<file path="config.mk">
export PLATFORM = sky130hd
export DESIGN_NAME = decoder_round_driver
export DESIGN_NICKNAME = d
export VERILOG_FILES = /design/src/rtl/decoder_round_driver.sv
export SDC_FILE = /design/constraint.sdc
export NUM_CORES = 1
export LEC_CHECK = 0
export BUFFER_PORTS_ARGS = -buffer_cell sky130_fd_sc_hd__buf_2
export CAP_MARGIN = 5
export CELL_PAD_IN_SITES_DETAIL_PLACEMENT = 1
export CELL_PAD_IN_SITES_GLOBAL_PLACEMENT = 1
export CORE_AREA = 3 3 484 486
export CTS_BUF_LIST = sky130_fd_sc_hd__clkbuf_4 sky130_fd_sc_hd__clkbuf_8 sky130_fd_sc_hd__clkbuf_16
export DETAILED_ROUTE_END_ITERATION = 8
export DIE_AREA = 0 0 487 489
export HOLD_SLACK_MARGIN = 0.03
export PLACE_DENSITY_LB_ADDON = 0.1
export SYNTH_ARGS = -nofsm -noshare
export SYNTH_HDL_FRONTEND = slang
export SYNTH_SLANG_ARGS = --single-unit
</file>
<file path="constraint.sdc">
create_clock -name clk -period 2.7 [get_ports clk]
set_input_delay 0 -clock clk [delete_from_list [all_inputs] [get_ports clk]]
set_output_delay 0 -clock clk [all_outputs]
set_load 0.01 [all_outputs]
</file>
<file path="src/rtl/decoder_round_driver.sv">
// Host-side round initiator: accepts a syndrome frame, pulses the controller start,
// waits for result/deadlock/watchdog, and emits one tagged result record per round.
module decoder_round_driver #(
   parameter int unsigned CODE_DISTANCE_X         = 4,
   parameter int unsigned CODE_DISTANCE_Z         = 12,
   parameter int unsigned ITERATION_COUNTER_WIDTH = 8,
   parameter int unsigned ROUND_ID_WIDTH          = 8,
   parameter int unsigned START_MASK_CYCLES       = 2,
   parameter int unsigned TIMEOUT_CYCLES          = 65535,
   localparam int unsigned D_MAX    = (CODE_DISTANCE_X > CODE_DISTANCE_Z) ?
                                      CODE_DISTANCE_X : CODE_DISTANCE_Z,
   localparam int unsigned PU_COUNT = CODE_DISTANCE_X * CODE_DISTANCE_Z * D_MAX
) (
   input  logic                               clk,
   input  logic                               reset,
   input  logic                               syndrome_valid,
   output logic                               syndrome_ready,
   input  logic [PU_COUNT-1:0]                syndrome_data,
   output logic [PU_COUNT-1:0]                measurements,
   output logic                               new_round_start,
   input  logic                               result_valid,
   input  logic                               deadlock,
   input  logic                               final_cardinality,
   input  logic [ITERATION_COUNTER_WIDTH-1:0] iteration_counter,
   input  logic [31:0]                        cycle_counter,
   output logic                               out_valid,
   input  logic                               out_ready,
   output logic [ROUND_ID_WIDTH-1:0]          out_round_id,
   output logic                               out_cardinality,
   output logic [ITERATION_COUNTER_WIDTH-1:0] out_iterations,
   output logic [31:0]                        out_cycles,
   output logic [1:0]                         out_status,
   output logic                               busy
);

   localparam int unsigned MaskW = $clog2(START_MASK_CYCLES + 1);
   localparam int unsigned WdW   = $clog2(TIMEOUT_CYCLES + 1);

   localparam logic [1:0] StatusOk       = 2'b00;
   localparam logic [1:0] StatusDeadlock = 2'b01;
   localparam logic [1:0] StatusTimeout  = 2'b10;

   typedef enum logic [2:0] {StIdle, StStart, StMask, StWait, StOutput} state_e;

   state_e                    state_q, state_d;
   logic [MaskW-1:0]          mask_cnt_q;
   logic [WdW-1:0]            wd_q;
   logic [ROUND_ID_WIDTH-1:0] round_id_q;
   logic                      capture;
   logic [1:0]                status_d;

   always_ff @(posedge clk) begin
      if (reset) begin
         state_q <= StIdle;
      end else begin
         state_q <= state_d;
      end
   end

   always_comb begin
      state_d        = state_q;
      syndrome_ready = 1'b0;
      busy           = 1'b1;
      capture        = 1'b0;
      status_d       = StatusOk;
      unique case (state_q)
         StIdle: begin
            syndrome_ready = 1'b1;
            busy           = 1'b0;
            if (syndrome_valid) state_d = StStart;
         end
         StStart: state_d = StMask;
         StMask: begin
            if (mask_cnt_q == MaskW'(1)) state_d = StWait;
         end
         StWait: begin
            // Fixed priority: result beats deadlock beats watchdog.
            if (result_valid) begin
               capture  = 1'b1;
               status_d = StatusOk;
            end else if (deadlock) begin
               capture  = 1'b1;
               status_d = StatusDeadlock;
            end else if (wd_q == WdW'(TIMEOUT_CYCLES)) begin
               capture  = 1'b1;
               status_d = StatusTimeout;
            end
            if (capture) state_d = StOutput;
         end
         StOutput: begin
            if (out_ready) state_d = StIdle;
         end
         default: state_d = StIdle;
      endcase
   end

   always_ff @(posedge clk) begin
      if (reset) begin
         measurements    <= '0;
         new_round_start <= 1'b0;
         mask_cnt_q      <= '0;
         wd_q            <= '0;
         round_id_q      <= '0;
         out_valid       <= 1'b0;
         out_round_id    <= '0;
         out_cardinality <= 1'b0;
         out_iterations  <= '0;
         out_cycles      <= '0;
         out_status      <= '0;
      end else begin
         new_round_start <= 1'b0;
         unique case (state_q)
            StIdle: begin
               if (syndrome_valid) begin
                  measurements    <= syndrome_data;
                  new_round_start <= 1'b1;
               end
            end
            StStart: begin
               mask_cnt_q <= MaskW'(START_MASK_CYCLES);
               wd_q       <= '0;
            end
            StMask: mask_cnt_q <= mask_cnt_q - MaskW'(1);
            StWait: begin
               if (capture) begin
                  out_valid    <= 1'b1;
                  out_round_id <= round_id_q;
                  out_status   <= status_d;
                  out_cycles   <= cycle_counter;
                  if (status_d == StatusTimeout) begin
                     out_cardinality <= 1'b0;
                     out_iterations  <= '0;
                  end else begin
                     out_cardinality <= final_cardinality;
                     out_iterations  <= iteration_counter;
                  end
               end else begin
                  wd_q <= wd_q + WdW'(1);
               end
            end
            StOutput: begin
               if (out_ready) begin
                  out_valid  <= 1'b0;
                  round_id_q <= round_id_q + ROUND_ID_WIDTH'(1);
               end
            end
            default: ;
         endcase
      end
   end

endmodule

</file>
# Word level (Yosys, flattened, before mapping)
# Index checks and enable logic that the tools add are counted.
# op_classes
add_sub_neg	3
n_eq_ne	13
n_mux	25
bitwise	1
reduce_logical	11
# op_table
operator	count
16-bit case mux with 2 select lines	1
16-bit by 1-bit adder with 16-bit output, second input constant	1
16-bit equality test, second input constant	1
16-bit 2-to-1 mux	1
3-bit case mux with 5 select lines	1
3-bit 2-to-1 mux	4
2-bit inequality test, second input constant	6
1-bit 2-to-1 mux	11
8-bit by 1-bit adder with 8-bit output, second input constant	1
2-bit 2-to-1 mux	4
8-bit 2-to-1 mux	1
2-bit AND reduction	4
3-bit by 2-bit equality test with 1-bit output, second input constant	2
2-bit nonzero test	3
2-bit case mux with 2 select lines	1
4-bit AND reduction	1
3-bit by 1-bit equality test with 1-bit output, second input constant	1
3-bit equality test, second input constant	1
3-bit logical NOT	1
3-bit AND reduction	1
2-bit by 1-bit equality test with 1-bit output, second input constant	1
2-bit equality test, second input constant	1
1-bit case mux with 2 select lines	1
2-bit OR reduction	1
other kinds (2)	2
# word_totals
register_bits	658

# Logic depth before layout (Yosys ltp)
# Gate-level depths: netlist of run 1.
# depth
ltp_word	8
mapped_depth	8
ltp_nobuf	5

# Least setup slack after synthesis of run 1
# No wires, ideal clock.
# synth_path
path_kind	register to register
from	register wd_q[0]
to	register out_cycles[0]
arrival_ns	1.876
setup_slack_ns	0.752
stages_incl_launch_ff	8
path_buffers	2
period_less_slack_ns	1.948
cell_sequence	dfxtp_1 ha_1 nand4_1 or4_4 buf_6 a21oi_4 buf_12 mux2i_1
# synth_via
elab_chain_cells	7
# synth_lines
item	line	rtl
start: declaration	47	logic [WdW-1:0] wd_q;
start signal: assignment	138	wd_q <= wd_q + WdW'(1);
16-bit equality test	84	end else if (wd_q == WdW'(TIMEOUT_CYCLES)) begin
1-bit 2-to-1 mux	84	
1-bit 2-to-1 mux	81	end else if (deadlock) begin
1-bit 2-to-1 mux	78	if (result_valid) begin
1-bit 2-to-1 mux (2 in series)	66	unique case (state_q)
2-bit AND reduction (no source line)	--	
end signal: assignment	129	out_cycles <= cycle_counter;
end: declaration	31	output logic [31:0] out_cycles,
# Every way passes these cells. The select of a mux whose other input is x is not followed.
# A chain may end at the register's enable or synchronous reset.

# Worst setup path in the final report of run 1
# layout_path
from	register state_q[2]
to	register measurements[453]
# layout_via
elab_chain_cells	2
# layout_lines
item	line	rtl
start: declaration	45	state_e state_q, state_d;
start signal: assignment	54	state_q <= StIdle;
start signal: assignment	56	state_q <= state_d;
3-bit logical NOT	112	unique case (state_q)
2-bit AND reduction (no source line)	--	
end signal: assignment	115	measurements <= syndrome_data;
end: declaration	19	output logic [PU_COUNT-1:0] measurements,
# Every way passes these cells.

==> metrics.md, run 1 <==
| Metric | Value |
|---|---|
| WL final | `162000 microns` |
| Reg2reg setup slack | `0.22 ns` |
| Yosys warns | `0` |
| TritonCTS Buffers | `97` |
| CTS Buffer Depth | `3` |
| Switching Fraction | `30.3%` |
| Top FF cell, synth | `dfxtp_1` |
| Slew headroom | `51.9%` |
| Sequential fraction of design power | `35.6%` |
| Synth Cell Area | `0.0232 sq mm` |
| Syn-to-layout area delta | `117%` |
| Critical path class | `reg2reg` |
| Worst vdd ir | `0.000399 V` |
| R2r startpoint | `state_q[2]` |
| Root buffer cell | `clkbuf_16` |
| Levels on crit path | `7` |
| Clock transition at path regs | `0.06 ns` |
| Cell mode on critical path | `dlygate4sd3_1` |
| Static leakage | `22.4 nW` |
| I/O pins | `1254` |
| Unrepaired setup endpoints after global routing | `no` |
| Synth Instances | `2907` |
| Slew Limit Fails | `0` |
| Post-synthesis mux area share | `2.03%` |
| Synth area leader | `dfxtp_1` |
| Final cell count without fillers | `8633` |
| Die ar. | `0.238 sq mm` |
| Yosys cell types | `50` |
| Largest net degree at the start of global routing | `112` |
| Comb power frac | `21.7%` |
| FP Rows | `176` |
| Synth top area share | `56.7%` |
| Post-Synth Adder-Cell Area | `0.162%` |
| Fin crit period | `2.48 ns` |
| IO Port Bufs | `1253` |
| Inst Count DP | `7027` |
| Post-place setup slack | `0.471 ns` |
| Total power | `30.7 mW` |
| Worst setup EP type | `flop` |
| Routed Antenna Nets | `0` |
| Worst hold slack | `0.113 ns` |
| Number of global-route vias before repair | `32600` |
| Die height | `489 microns` |
| Core box area | `0.230 sq mm` |
| Slowest stage cell, crit path | `dlygate4sd3_1` |
| Fin crit share | `91.7%` |
| Pint | `21.4 mW` |
| Final GP Congestion | `0.740` |
| Worst setup endpoint | `measurements[453]` |
| Final HPWL DP | `118000 microns` |
| Combinational family with the most area after synthesis | `simple AND/OR/NAND/NOR gates` |
| H-tree depth | `3` |
| Crit. Startpoint | `state_q[2]` |
| HP Start | `syndrome_data[214]` |
| Worst Max-Slew Pin Slew | `0.722 ns` |
| Ranking of synthesized cells by area | `dfxtp_1, nand2_1, a21oi_1` |
| Crit path buf inv count | `3` |
| Share of cells above drive strength 1 | `27.0%` |
| Post-CTS Setup Bufs | `0` |
| Nets | `6130` |
| Switch Pwr | `9.30 mW` |
| Final worst slack | `0.224 ns` |
| Gr ovfl total | `0` |
| Max Cap Viol | `0` |
| Initial antenna violation count | `47` |
| Cell Pwr Density | `609 mW/mm^2` |
| Count of final setup violators | `0` |
| CTS tree | `yes` |
| Crit-path max FO | `20` |
| Starting Density | `10.1%` |
| Critical path's top delay family | `buffers and inverters` |
| Final hold violation count | `0` |
| Setup TNS | `0 ns` |
| Clock power share | `42.7%` |
| DIE WIDTH | `487 microns` |
| All-layer global routing usage | `13.0%` |
| Status | `complete, no violations` |
| FF+latch count, synth | `658` |
| Drt via density | `3.50` |
| Worst min path class | `in2reg` |
| R2R cell count | `7` |
| Avg Cell Area, Syn | `7.99 sq um` |
| Iteration-0 DRC count of the detailed router | `619` |
| Crit path arrival time | `3.15 ns` |
| Max Freq | `404 MHz` |
| Syn_nets | `3533` |
| Synth Area in XOR/XNOR | `0.264%` |
| Clock Skew | `0.0265 ns` |
| Crit-path cells | `nor3_2 -> and2_4 -> buf_12 -> nand2_1 -> dlygate4sd3_1 -> a21oi_1 -> dlygate4sd3_1` |
| Worst EP required | `3.38 ns` |
| Drt first pass iters | `5` |
| First-pass GRT wire length | `229000 microns` |
| Simple-gate area share of the yosys netlist | `22.5%` |
| Synth async-reset ratio | `0%` |
| DRC errors left | `0` |
| Post-synth EDFFs | `0` |
| CP Launch Type | `flop` |
| WL/cell | `18.7 microns` |
| Routed via count | `30200` |
| Reg-to-Reg End | `measurements[453]` |
| Skew-Pair Late Insertion Delay | `0.71 ns` |
| Crit-path max cell delay | `0.56 ns` |
| Synth Area in Compound Gates | `14.0%` |
| Sequential fraction of the synthesis area | `56.7%` |
| Worst hold stages | `4` |
| Clock tree sinks | `658` |
[worst reg2reg max path: cells and delay by family (launching register included)]
kind | cells | cell delay, ns
buffers and inverters | 3 | 1.30
AOI/OAI and AO/OA | 1 | 0.11
DFF | 1 | 0.32
and+or+nand+nor | 3 | 0.71
[synthesized netlist by cell type, types with 2 or more instances]
cell type	instances
a211oi_1	2
nand4_1	11
buf_12	4
clkbuf_1	149
o21ai_0	6
a21oi_1	585
o22ai_1	2
xor2_1	6
nand3_1	10
nor4_1	6
or4_1	5
ha_1	3
nand2_1	1257
mux2i_1	46
buf_2	63
and2_1	2
inv_1	7
o211ai_1	6
or3_1	2
nor3_1	7
a32o_1	9
nand2b_1	6
dfxtp_1	658
o311ai_0	5
and4_1	2
or2_2	3
nor2_1	17
and3_1	2
a31oi_1	5
[routing by layer]
metal	wire length, microns	track usage, %
met5	115	0
met4	4810	3.72
met2	79000	22.8
met3	14100	5.02
met1	63600	14.5
[power groups by stage]
stage	clock network [mW]	registers, mW	logic [mW]
after detailed placement	0	11.2	4.96
after CTS	13.8	11.0	6.88
after global placement	0	11.1	4.95
after floorplan	0	11.4	1.83
after global routing	14.1	11.0	7.38
final	13.1	10.9	6.68
[cell type report]
| class | instances | area (sq um) |
|---|---|---|
| antenna | 22 | 55.1 |
| clock buffer | 157 | 3050 |
| clock inverter | 23 | 214 |
| fill | 27400 | 180000 |
| inverter | 7 | 26.3 |
| multi-input combinational | 2024 | 9090 |
| sequential | 658 | 13200 |
| tap | 3026 | 3790 |
| timing repair buffer | 2716 | 21100 |
[layout by cell type, fill, tap and decap left out, types with 5 or more instances in the layout]
cell type      synthesis  final
mux2i_1               46     46
dlygate4sd3_1          0   1404
buf_2                 63   1252
nor4_1                 6      5
nand2_1             1257   1256
xor2_1                 6      6
clkbuf_8               0     25
nand2b_1               6      6
diode_2                0     22
o21ai_0                6      5
buf_4                  0     35
a21oi_1              585    585
nand4_1               11     11
a31oi_1                5      5
a32o_1                 9      9
clkinv_2               0     14
buf_12                 4     23
o211ai_1               6      6
o311ai_0               5      5
nor3_1                 7      5
nand3_1               10     10
dfxtp_1              658    658
clkbuf_16              0     98
inv_1                  7      6
or4_1                  5      5
clkbuf_4               0     34
nor2_1                17     17
[through the flow]
| stage | utilization [%] | instance area, sq um |
|---|---|---|
| 5_1_grt | 21.9 | 50500 |
| 3_5_place_dp | 14.4 | 33100 |
| 4_1_cts | 21.9 | 50400 |
| 6_report | 21.9 | 50500 |
| 2_1_floorplan | - | 23200 |
| 3_3_place_gp | 14.4 | 33100 |
[what timing repair did]
item / 4_1_cts / 5_1_grt
hold buffers: 1404 / 0
endpoints found under the hold margin: 650 / 0
resized for setup: 0 / 2
setup endpoints to repair: 0 / 186
[sequential cells by signal (all words and copies together), names as in the netlist]
name and flops:
out_valid 1, round_id_q 8, measurements 576, out_cycles 32, wd_q 16, out_cardinality 1, new_round_start 1, out_status 2
state_q 3, out_round_id 8, mask_cnt_q 2, out_iterations 8
[how the worst min path moves through the flow]
stage          slack (ns)                 to
2_1_floorplan        0.13    out_cardinality
3_3_place_gp         0.22  out_iterations[1]
3_5_place_dp         0.22  out_iterations[3]
4_1_cts              0.03  measurements[403]
5_1_grt              0.05  measurements[209]
6_report             0.11  measurements[214]
[cell families (layout without fill, tap and decap cells)]
group	after synthesis	count (layout)
AOI/OAI and AO/OA	627	627
xor gates and xnor gates	7	7
adders and majority gates	3	3
buffers and inverters	225	2903
DFF	658	658
muxes	47	47
other	0	22
and+or+nand+nor	1340	1340
(Power assumes the default switching activity.)
==> run 2: changes to the inputs <==
--- a/config.mk
+++ b/config.mk
@@ -14,6 +14,7 @@
 export DETAILED_ROUTE_END_ITERATION = 8
 export DIE_AREA = 0 0 487 489
 export HOLD_SLACK_MARGIN = 0.03
+export MAX_ROUTING_LAYER = met4
 export PLACE_DENSITY_LB_ADDON = 0.1
 export SYNTH_ARGS = -nofsm -noshare
 export SYNTH_HDL_FRONTEND = slang
==> metrics.md, run 2 (same netlist as run 1, synthesis figures left out) <==
| Metric | Value |
|---|---|
| Static leakage | `22.4 nW` |
| Fin crit period | `2.48 ns` |
| Iteration-0 DRC count of the detailed router | `607` |
| Slew headroom | `51.5%` |
| Slew Limit Fails | `0` |
| FP Rows | `176` |
| WL/cell | `18.7 microns` |
| Clock transition at path regs | `0.06 ns` |
| Crit path buf inv count | `3` |
| Worst EP required | `3.38 ns` |
| Drt first pass iters | `6` |
| Post-CTS Setup Bufs | `0` |
| Count of final setup violators | `0` |
| Critical path's top delay family | `buffers and inverters` |
| Largest register by flop count | `measurements` |
| Number of global-route vias before repair | `32700` |
| Final hold violation count | `0` |
| Crit path arrival time | `3.16 ns` |
| Cell Pwr Density | `608 mW/mm^2` |
| Fill count | `27400` |
| Status | `complete, no violations` |
| Fin crit share | `91.9%` |
| Reg2reg setup slack | `0.22 ns` |
| Placed Area | `0.0331 sq mm` |
| All-layer global routing usage | `13.4%` |
| Unrepaired setup endpoints after global routing | `no` |
| Worst Max-Slew Pin Slew | `0.728 ns` |
| Setup TNS | `0 ns` |
| Drt via density | `3.49` |
| Worst setup EP type | `flop` |
| Critical path class | `reg2reg` |
| Most frequent cells in the layout | `dlygate4sd3_1, nand2_1, buf_2, dfxtp_1, a21oi_1` |
| Routed Antenna Nets | `0` |
| DIE WIDTH | `487 microns` |
| Crit. Startpoint | `state_q[2]` |
| CTS tree | `yes` |
| Crit-path max cell delay | `0.56 ns` |
| Skew-Pair Late Insertion Delay | `0.74 ns` |
| IO Port Bufs | `1253` |
| Crit-path cells | `nor3_2 -> and2_4 -> buf_12 -> nand2_1 -> dlygate4sd3_1 -> a21oi_1 -> dlygate4sd3_1` |
| DRC errors left | `0` |
| Clock Skew | `0.0316 ns` |
| Gr ovfl total | `0` |
| R2R cell count | `7` |
| R2r startpoint | `state_q[2]` |
| I/O pins | `1254` |
| Worst hold slack | `0.114 ns` |
| WL final | `162000 microns` |
| Final GP Congestion | `0.750` |
| H-tree depth | `3` |
| Die height | `489 microns` |
| Worst vdd ir | `0.000396 V` |
| First-pass GRT wire length | `228000 microns` |
| Root buffer cell | `clkbuf_16` |
| Die ar. | `0.238 sq mm` |
| Max reg flops | `576` |
| Slowest stage cell, crit path | `dlygate4sd3_1` |
| Commonest non-fill, non-tap cell in the layout | `dlygate4sd3_1` |
| Largest net degree at the start of global routing | `112` |
| Cell mode on critical path | `dlygate4sd3_1` |
| Worst min path class | `in2reg` |
| Share of cells above drive strength 1 | `27.0%` |
| Routed via count | `30200` |
| Nets | `6130` |
| Crit-path max FO | `20` |
| TritonCTS Buffers | `97` |
| Initial antenna violation count | `59` |
| Cell area after layout | `0.0505 sq mm` |
| Starting Density | `10.1%` |
| Levels on crit path | `7` |
| Max Cap Viol | `0` |
| CTS Buffer Depth | `3` |
| Largest registers | `measurements x576, out_cycles x32, wd_q x16` |
| Reg-to-Reg End | `measurements[453]` |
| Max Freq | `403 MHz` |
| Worst hold stages | `4` |
| Core box area | `0.230 sq mm` |
| Worst setup endpoint | `measurements[453]` |
| CP Launch Type | `flop` |
| Syn-to-layout area delta | `118%` |
| Clock tree sinks | `658` |
| Final HPWL DP | `118000 microns` |
| Post-layout util | `22.0%` |
run 2: cell types whose count changed in the layout (fill, tap and decap cells not counted):
cell	before	now
diode_2	22	42
run 2: worst min-delay path by stage:
stage	from	end	slack (ns)
after detailed placement	iteration_counter[3]	out_iterations[3]	0.22
after global placement	iteration_counter[1]	out_iterations[1]	0.22
final	syndrome_data[214]	measurements[214]	0.11
after global routing	syndrome_data[209]	measurements[209]	0.05
after CTS	syndrome_data[403]	measurements[403]	0.03
after floorplan	final_cardinality	out_cardinality	0.13
run 2: layout make-up:
type                       instances  area [sq um]  share of cell area (%)
tap                             3026          3790                    7.49
inverter                           7          26.3                  0.0520
clock buffer                     157          3050                    6.04
clock inverter                    23           214                   0.423
multi-input combinational       2024          9090                    18.0
sequential                       658         13200                    26.1
timing repair buffer            2716         21100                    41.7
antenna                           42           105                   0.208
run 2: where the power goes:
part | switching [mW] | internal (mW) | total (mW)
Combinational | 3.51 | 3.17 | 6.68
Sequential | 0.434 | 10.5 | 10.9
Clock | 5.36 | 7.76 | 13.1
Total | 9.31 | 21.4 | 30.7
run 2: what timing repair did:
item,CTS,global route
hold endpoints to repair,650,0
hold buffers,1404,0
endpoints found under the setup margin,0,181
gates resized for setup,0,2
run 2: metal layers:
metal | wire length, microns | global-route usage (%)
met1 | 64800 | 14.6
met2 | 79200 | 22.8
met3 | 12900 | 4.75
met4 | 4750 | 3.74
met5 | 0 | -
run 2: metrics by stage:
step           power, mW  cells  worst slack (ns)
2_1_floorplan       13.3   2907             0.752
3_5_place_dp        16.1   7027             0.471
6_report            30.7   8653             0.219
5_1_grt             32.6   8652            0.0386
4_1_cts             31.7   8611            0.0176
3_3_place_gp        16.1   7027             0.517
run 2: worst reg2reg max path, delay by kind of cell (launching register included):
family | cells | cell delay [ns]
buffers and inverters | 3 | 1.31
DFF | 1 | 0.32
AOI/OAI and AO/OA | 1 | 0.11
and+or+nand+nor | 3 | 0.72
